### src/rtl/fetch_queue_pkg.sv
// Opcode classes and mem_ctrl encodings shared by the fetch front end.
package fetch_queue_pkg;

    localparam int CLASS_OP_LSB = 0;
    localparam int CLASS_OP_MSB = 6;

    localparam logic [6:0] CLASS_BRANCH = 7'b1100011;
    localparam logic [6:0] CLASS_JAL    = 7'b1101111;
    localparam logic [6:0] CLASS_JALR   = 7'b1100111;

    localparam logic [1:0] MEM_RW_NONE  = 2'b00;
    localparam logic [1:0] MEM_RW_READ  = 2'b01;
    localparam logic [1:0] MEM_LEN_WORD = 2'b11;

    function automatic logic is_ctrl(input logic [6:0] op);
        return (op == CLASS_BRANCH) || (op == CLASS_JAL) || (op == CLASS_JALR);
    endfunction

endpackage

### src/rtl/fetch_iq.sv
// Circular instruction queue with push/pop/flush and a combinational head port.
// Latency: a push is visible at the head the cycle after it is written.
// Backpressure: caller must not push when full; flush wins over push and pop.
module fetch_iq #(
    parameter  int W     = 64,
    parameter  int DEPTH = 4,
    localparam int AW    = $clog2(DEPTH),
    localparam int PW    = AW + 1
) (
    input  logic          clk,
    input  logic          rst_n,
    input  logic          en,
    input  logic          push,
    input  logic [W-1:0]  push_dat,
    input  logic          pop,
    input  logic          flush,
    output logic [W-1:0]  head_dat,
    output logic [PW-1:0] count
);

    logic [W-1:0]  mem [DEPTH];
    logic [PW-1:0] wr_ptr;
    logic [PW-1:0] rd_ptr;
    logic          do_push;
    logic          do_pop;

    assign do_push  = en && push && !flush;
    assign do_pop   = en && pop && !flush && (count != '0);
    assign head_dat = mem[rd_ptr[AW-1:0]];

    always_ff @(posedge clk or negedge rst_n) begin
        if (!rst_n) begin
            wr_ptr <= '0;
            rd_ptr <= '0;
            count  <= '0;
        end else if (en && flush) begin
            wr_ptr <= '0;
            rd_ptr <= '0;
            count  <= '0;
        end else begin
            if (do_push) wr_ptr <= wr_ptr + PW'(1);
            if (do_pop)  rd_ptr <= rd_ptr + PW'(1);
            if (do_push != do_pop)
                count <= do_push ? count + PW'(1) : count - PW'(1);
        end
    end

    // Storage needs no reset: entries are only read once count covers them.
    always_ff @(posedge clk) begin
        if (do_push) mem[wr_ptr[AW-1:0]] <= push_dat;
    end

endmodule

### src/rtl/fetch_queue.sv
// Instruction fetch front end: issues word reads, queues {pc, inst}, feeds the Decoder.
// Latency: mem_done at edge N makes dec_valid high after edge N; redirect to new request >= 1 cycle.
// Backpressure: issue only while count + outstanding < IQ_DEPTH; rdy low freezes everything.
import fetch_queue_pkg::*;

module fetch_queue #(
    parameter int                ADDR_W        = 32,
    parameter int                INST_W        = 32,
    parameter int                IQ_DEPTH      = 4,
    parameter int                STALL_ON_CTRL = 1,
    parameter logic [ADDR_W-1:0] RESET_PC      = '0
) (
    input  logic              clk,
    input  logic              rst_n,
    input  logic              rdy,
    output logic [1:0]        mem_rw_flag,
    output logic [ADDR_W-1:0] mem_addr,
    output logic [1:0]        mem_len,
    input  logic [INST_W-1:0] mem_rdata,
    input  logic              mem_busy,
    input  logic              mem_done,
    output logic              dec_valid,
    output logic [ADDR_W-1:0] dec_pc,
    output logic [INST_W-1:0] dec_inst,
    input  logic              dec_ready,
    input  logic              redir_alu_valid,
    input  logic [ADDR_W-1:0] redir_alu_dest,
    input  logic              redir_br_valid,
    input  logic [ADDR_W-1:0] redir_br_dest,
    input  logic              redir_dec_valid,
    input  logic [ADDR_W-1:0] redir_dec_dest
);

    localparam int PW = $clog2(IQ_DEPTH) + 1;

    typedef enum logic [1:0] {ST_IDLE, ST_WAIT, ST_HOLD, ST_DRAIN} state_t;

    state_t                     state;
    logic [ADDR_W-1:0]          fetch_pc;
    logic [ADDR_W-1:0]          req_pc;
    logic [PW-1:0]              count;
    logic [ADDR_W+INST_W-1:0]   head;
    logic                       redir;
    logic [ADDR_W-1:0]          redir_dest;
    logic                       pop;
    logic                       push;
    logic                       ctrl;
    logic                       slot_free;
    logic                       slot_free_after;
    logic                       issue;

    always_comb begin
        redir      = redir_alu_valid || redir_br_valid || redir_dec_valid;
        redir_dest = redir_dec_dest;
        if (redir_alu_valid)     redir_dest = redir_alu_dest;
        else if (redir_br_valid) redir_dest = redir_br_dest;
    end

    assign pop  = dec_valid && dec_ready;
    assign push = (state == ST_WAIT) && mem_done && !redir;
    assign ctrl = (STALL_ON_CTRL != 0) && is_ctrl(mem_rdata[CLASS_OP_MSB:CLASS_OP_LSB]);

    // In IDLE nothing is outstanding; in WAIT the returning word takes one slot.
    assign slot_free       = count < PW'(IQ_DEPTH);
    assign slot_free_after = ({1'b0, count} + (PW+1)'(1)) < ({1'b0, PW'(IQ_DEPTH)} + (PW+1)'(pop));

    assign issue = !redir && !mem_busy &&
                   (((state == ST_IDLE) && slot_free) ||
                    ((state == ST_WAIT) && mem_done && !ctrl && slot_free_after));

    fetch_iq #(
        .W     (ADDR_W + INST_W),
        .DEPTH (IQ_DEPTH)
    ) u_iq (
        .clk      (clk),
        .rst_n    (rst_n),
        .en       (rdy),
        .push     (push),
        .push_dat ({req_pc, mem_rdata}),
        .pop      (pop),
        .flush    (redir),
        .head_dat (head),
        .count    (count)
    );

    assign mem_len   = MEM_LEN_WORD;
    assign dec_valid = (count != '0);
    assign dec_pc    = dec_valid ? head[ADDR_W+INST_W-1:INST_W] : '0;
    assign dec_inst  = dec_valid ? head[INST_W-1:0] : '0;

    always_ff @(posedge clk or negedge rst_n) begin
        if (!rst_n) begin
            state       <= ST_IDLE;
            fetch_pc    <= RESET_PC;
            req_pc      <= RESET_PC;
            mem_rw_flag <= MEM_RW_NONE;
            mem_addr    <= RESET_PC;
        end else if (rdy) begin
            mem_rw_flag <= MEM_RW_NONE;
            if (issue) begin
                mem_rw_flag <= MEM_RW_READ;
                mem_addr    <= fetch_pc;
                req_pc      <= fetch_pc;
                fetch_pc    <= fetch_pc + ADDR_W'(4);
                state       <= ST_WAIT;
            end else if (redir) begin
                // An outstanding read still has to come back and be dropped.
                fetch_pc <= redir_dest;
                state    <= (((state == ST_WAIT) || (state == ST_DRAIN)) && !mem_done)
                            ? ST_DRAIN : ST_IDLE;
            end else begin
                case (state)
                    ST_WAIT:  if (mem_done) state <= ctrl ? ST_HOLD : ST_IDLE;
                    ST_DRAIN: if (mem_done) state <= ST_IDLE;
                    default:  state <= state;
                endcase
            end
        end
    end

endmodule

### config.mk
export PLATFORM = sky130hd
export DESIGN_NAME = fetch_queue
export DESIGN_NICKNAME = d
export VERILOG_FILES = /design/src/rtl/fetch_queue_pkg.sv /design/src/rtl/fetch_iq.sv /design/src/rtl/fetch_queue.sv
export SDC_FILE = /design/constraint.sdc
export NUM_CORES = 1
export LEC_CHECK = 0
export ABC_AREA = 1
export ABC_CLOCK_PERIOD_IN_PS = 4400
export BUFFER_PORTS_ARGS = -buffer_cell sky130_fd_sc_hd__buf_2
export CAP_MARGIN = 20
export CORE_ASPECT_RATIO = 0.75
export CORE_MARGIN = 3
export CORE_UTILIZATION = 30
export DETAILED_ROUTE_END_ITERATION = 8
export PLACE_DENSITY = 0.46
export SLEW_MARGIN = 20
export SYNTH_ARGS = -nofsm -noshare
export SYNTH_HDL_FRONTEND = slang
export SYNTH_SLANG_ARGS = --single-unit
### constraint.sdc
create_clock -name clk -period 4.4 [get_ports clk]
set_input_delay 0 -clock clk [delete_from_list [all_inputs] [get_ports clk]]
set_output_delay 0 -clock clk [all_outputs]
set_load 0.02 [all_outputs]
==> results_dict.tcl <==
set metrics [dict create \
    vias 11504 \
    finalSetupViolCount 0 \
    fillers 4916 \
    timing.rr.start "u_iq.count[0]$_DFFE_PN0P_" \
    synth.cell_area_mm2 0.0152 \
    wirelength_um 43500 \
    path_cells "buf_4 > nor2_1 > nor2_1 > o21ai_0 > a21oi_1 > buf_2" \
    drv_slew 0 \
    power.density_mw_per_mm2 401 \
    period_minus_slack_ns 3.25 \
    rows 70 \
    ir_worst_vdd_mv 0.212 \
    cts.path.max_buffers 3 \
    hpwl_um 28100 \
    die_w_um 266 \
    relSlewSlack_pct 25.1 \
    synth_area_per_cell_um2 9.87 \
    ys_ff_latch 330 \
    cp_max_fo 92 \
    crit_slowest_cell "buf_4" \
    clock.fmax_mhz 307 \
    ant_nets 0 \
    cp_top_family "buffers and inverters" \
    cp_data_arrival_time_ns 3.25 \
    clock-sinks 330 \
    area_growth_pct 25.1 \
    dr.pass1.iters 5 \
    viasPerCell 4.58 \
    synth_cells 1538 \
    clk_pin_slew_ns 0.06 \
    reg2reg_slack_ns 1.17 \
    cap_violations 0 \
    place_inst 2354 \
    fin_crit_sh_pct 73.9 \
    hp-class "input pin to register" \
    setup_tns_ns 0 \
    cp.depth 6 \
    die_area_mm2 0.0534 \
    tritoncts.num_buffers 37 \
    coreArea_mm2 0.0494 \
    grt.overflow.total 0 \
    startpoint_type "register" \
    grt_max_degree 93 \
    die_h_um 201 \
    holdPathStages 7 \
    routabilityCongestion 0.907 \
    ys_types 36 \
    critical_path_buf_inv_count 2 \
    layout-drive-gt1-share_pct 19.5 \
    rsz0062_at_grt "false" \
    multi_input_area_mm2 0.00499 \
    worstMarginPinSlew_ns 1.12 \
    hold_path_end "fetch_pc[5]$_DFFE_PN0P_" \
    yosysSeqAreaShare_pct 62.8 \
    cp_data_required_time_ns 4.40 \
    grt_pass1_wl_um 67600 \
    grt_use_total_pct 16.1 \
    cts_hold_buffers 90 \
    post_cts_buffers 0 \
    grt_pass1_vias 11247 \
    antenna_found_initial 1 \
    r2r-end "state[0]$_DFFE_PN0P_" \
    path_common_cell "nor2_1" \
    post_drt_wl_per_cell_um 17.3 \
    clock_skew_ns 0.0175 \
    hold_violations 0 \
    start_util_pct 30.7 \
    stdcell_count 2510 \
    htreeDepth 2 \
    cts-root-buf "clkbuf_16" \
    cts_tree "built" \
    fin_nets 1980 \
    slowest_delay_ns 0.86 \
    holdCritStartpoint "redir_dec_dest[5]" \
    status "finished clean" \
    ctsResizeCount 0 \
    ys_warn_count 0 \
    port_buffers 234 \
    cp-end-kind "output pin" \
    pin_count 238 \
    ff2ff_path_depth 13 \
    clk_latency_ns 0.55 \
    first_iter_violations 758 \
    power.leakage_uw 0.00785 \
    seqCellArea_mm2 0.00954 \
    criticalPathCategory "register to output pin" \
    post-route-drc-count 0 \
]
-- cells in the final DEF, fill, tap and decap left out, types with 3 or more instances in the layout --
cell type | Yosys | layout
nand2_1 | 326 | 326
nor2_1 | 322 | 318
edfxtp_1 | 256 | 256
buf_2 | 17 | 233
o21ai_0 | 164 | 164
dlygate4sd3_1 | 0 | 89
a21oi_1 | 75 | 75
dfrtp_1 | 74 | 72
inv_1 | 66 | 66
nand3_1 | 46 | 46
clkbuf_16 | 0 | 38
mux2i_1 | 23 | 23
nand3_2 | 23 | 22
o21ai_2 | 18 | 18
buf_4 | 6 | 17
xor2_1 | 12 | 12
clkbuf_1 | 41 | 11
o21ai_1 | 10 | 10
clkinv_1 | 1 | 7
clkinv_2 | 0 | 7
ha_1 | 7 | 7
xnor2_1 | 4 | 4
nor2_4 | 0 | 4
inv_2 | 5 | 3
nand2_2 | 3 | 3
conb_1 | 2 | 3
buf_12 | 0 | 3
-- metrics by stage --
stage          total power, uW  cell area, um^2  hold slack, ns  utilization (%)  worst slack, ns
3_5_place_dp              4700            16900         -0.0348             34.3             1.58
2_1_floorplan             4260            15200          -0.296                -            0.359
5_1_grt                   7960            19000          0.0618             38.4            0.887
6_report                  7610            19000          0.0342             38.4             1.15
4_1_cts                   7720            19000         0.00123             38.4             1.09
3_3_place_gp              4690            16900         -0.0393             34.3             1.65
-- how the worst max path moves through the flow --
stage	end	startpoint	slack (ns)
6_report	dec_pc[10]	u_iq.rd_ptr[0]$_DFFE_PN0P_	1.15
2_1_floorplan	u_iq.mem[0][0]$_DFFE_PP_	state[0]$_DFFE_PN0P_	0.36
4_1_cts	dec_inst[2]	u_iq.rd_ptr[0]$_DFFE_PN0P_	1.09
3_3_place_gp	u_iq.mem[3][29]$_DFFE_PP_	redir_br_valid	1.65
3_5_place_dp	u_iq.mem[3][33]$_DFFE_PP_	redir_br_valid	1.58
5_1_grt	state[0]$_DFFE_PN0P_	u_iq.count[0]$_DFFE_PN0P_	0.89
-- layout make-up --
type | count | share of cell area (%)
sequential | 330 | 50.3
tap | 648 | 4.27
clock inverter | 15 | 0.646
multi-input combinational | 1052 | 26.3
clock buffer | 50 | 5.30
inverter | 72 | 1.44
timing repair buffer | 342 | 11.8
antenna | 1 | 0.0132
-- layer usage --
metal  routed length (um)  up-vias  track usage, %
li1                     -     5755               -
met1                21900     5420            24.0
met2                18800      287            24.4
met3                 2250       42            2.66
met4                  623        0            3.89
met5                    0        -               0
-- worst min-delay path: cells and delay by family --
| kind | cells | cell delay (ns) |
|---|---|---|
| and+or+nand+nor | 4 | 0.23 |
| AOI/OAI and AO/OA | 1 | 0.17 |
| muxes | 1 | 0.06 |
| buffers and inverters | 1 | 0.08 |
-- cells in the mapped netlist, drive strengths merged --
library cell	instances	area, um^2
inv	71	267
dfrtp	74	1850
fa	1	20.0
nand4	2	12.5
clkbuf	41	154
mux2i	23	230
a31oi	1	6.26
nor3	1	16.3
nor2	323	1210
buf	44	277
clkinv	1	3.75
nand3	70	478
mux2	2	22.5
ha	7	87.6
xor2	12	105
edfxtp	256	7690
nand2	330	1250
o211ai	2	15.0
a22o	1	8.76
xnor2	4	35.0
a21oi	76	392
conb	2	7.51
o21ai	192	1030
o22ai	2	12.5
-- power by group --
| group | total [uW] | internal (uW) | switching, uW | leakage (uW) |
|---|---|---|---|---|
| Clock | 2920 | 1670 | 1250 | 0.000553 |
| Sequential | 3830 | 3580 | 256 | 0.00327 |
| Combinational | 856 | 324 | 532 | 0.00403 |
| Total | 7610 | 5570 | 2030 | 0.00785 |
-- flip-flops by register name, summed over array words and instances (netlist names) --
signal       count
fetch_pc        32
u_iq.mem       256
req_pc          32
state            2
u_iq.wr_ptr      2
mem_rw_flag      1
u_iq.rd_ptr      2
u_iq.count       3
-- logic make-up (layout without fill, tap and decap cells) --
| family | Yosys count | after routing | synth area share [%] |
|---|---|---|---|
| adders and majority gates | 8 | 8 | 0.709 |
| DFF | 330 | 330 | 62.8 |
| muxes | 25 | 25 | 1.66 |
| AOI/OAI and AO/OA | 274 | 274 | 9.63 |
| other | 2 | 4 | 0.0495 |
| buffers and inverters | 157 | 479 | 4.61 |
| xor gates and xnor gates | 16 | 16 | 0.923 |
| and+or+nand+nor | 726 | 726 | 19.6 |
No activity file was read; power rests on OpenSTA's default activity.
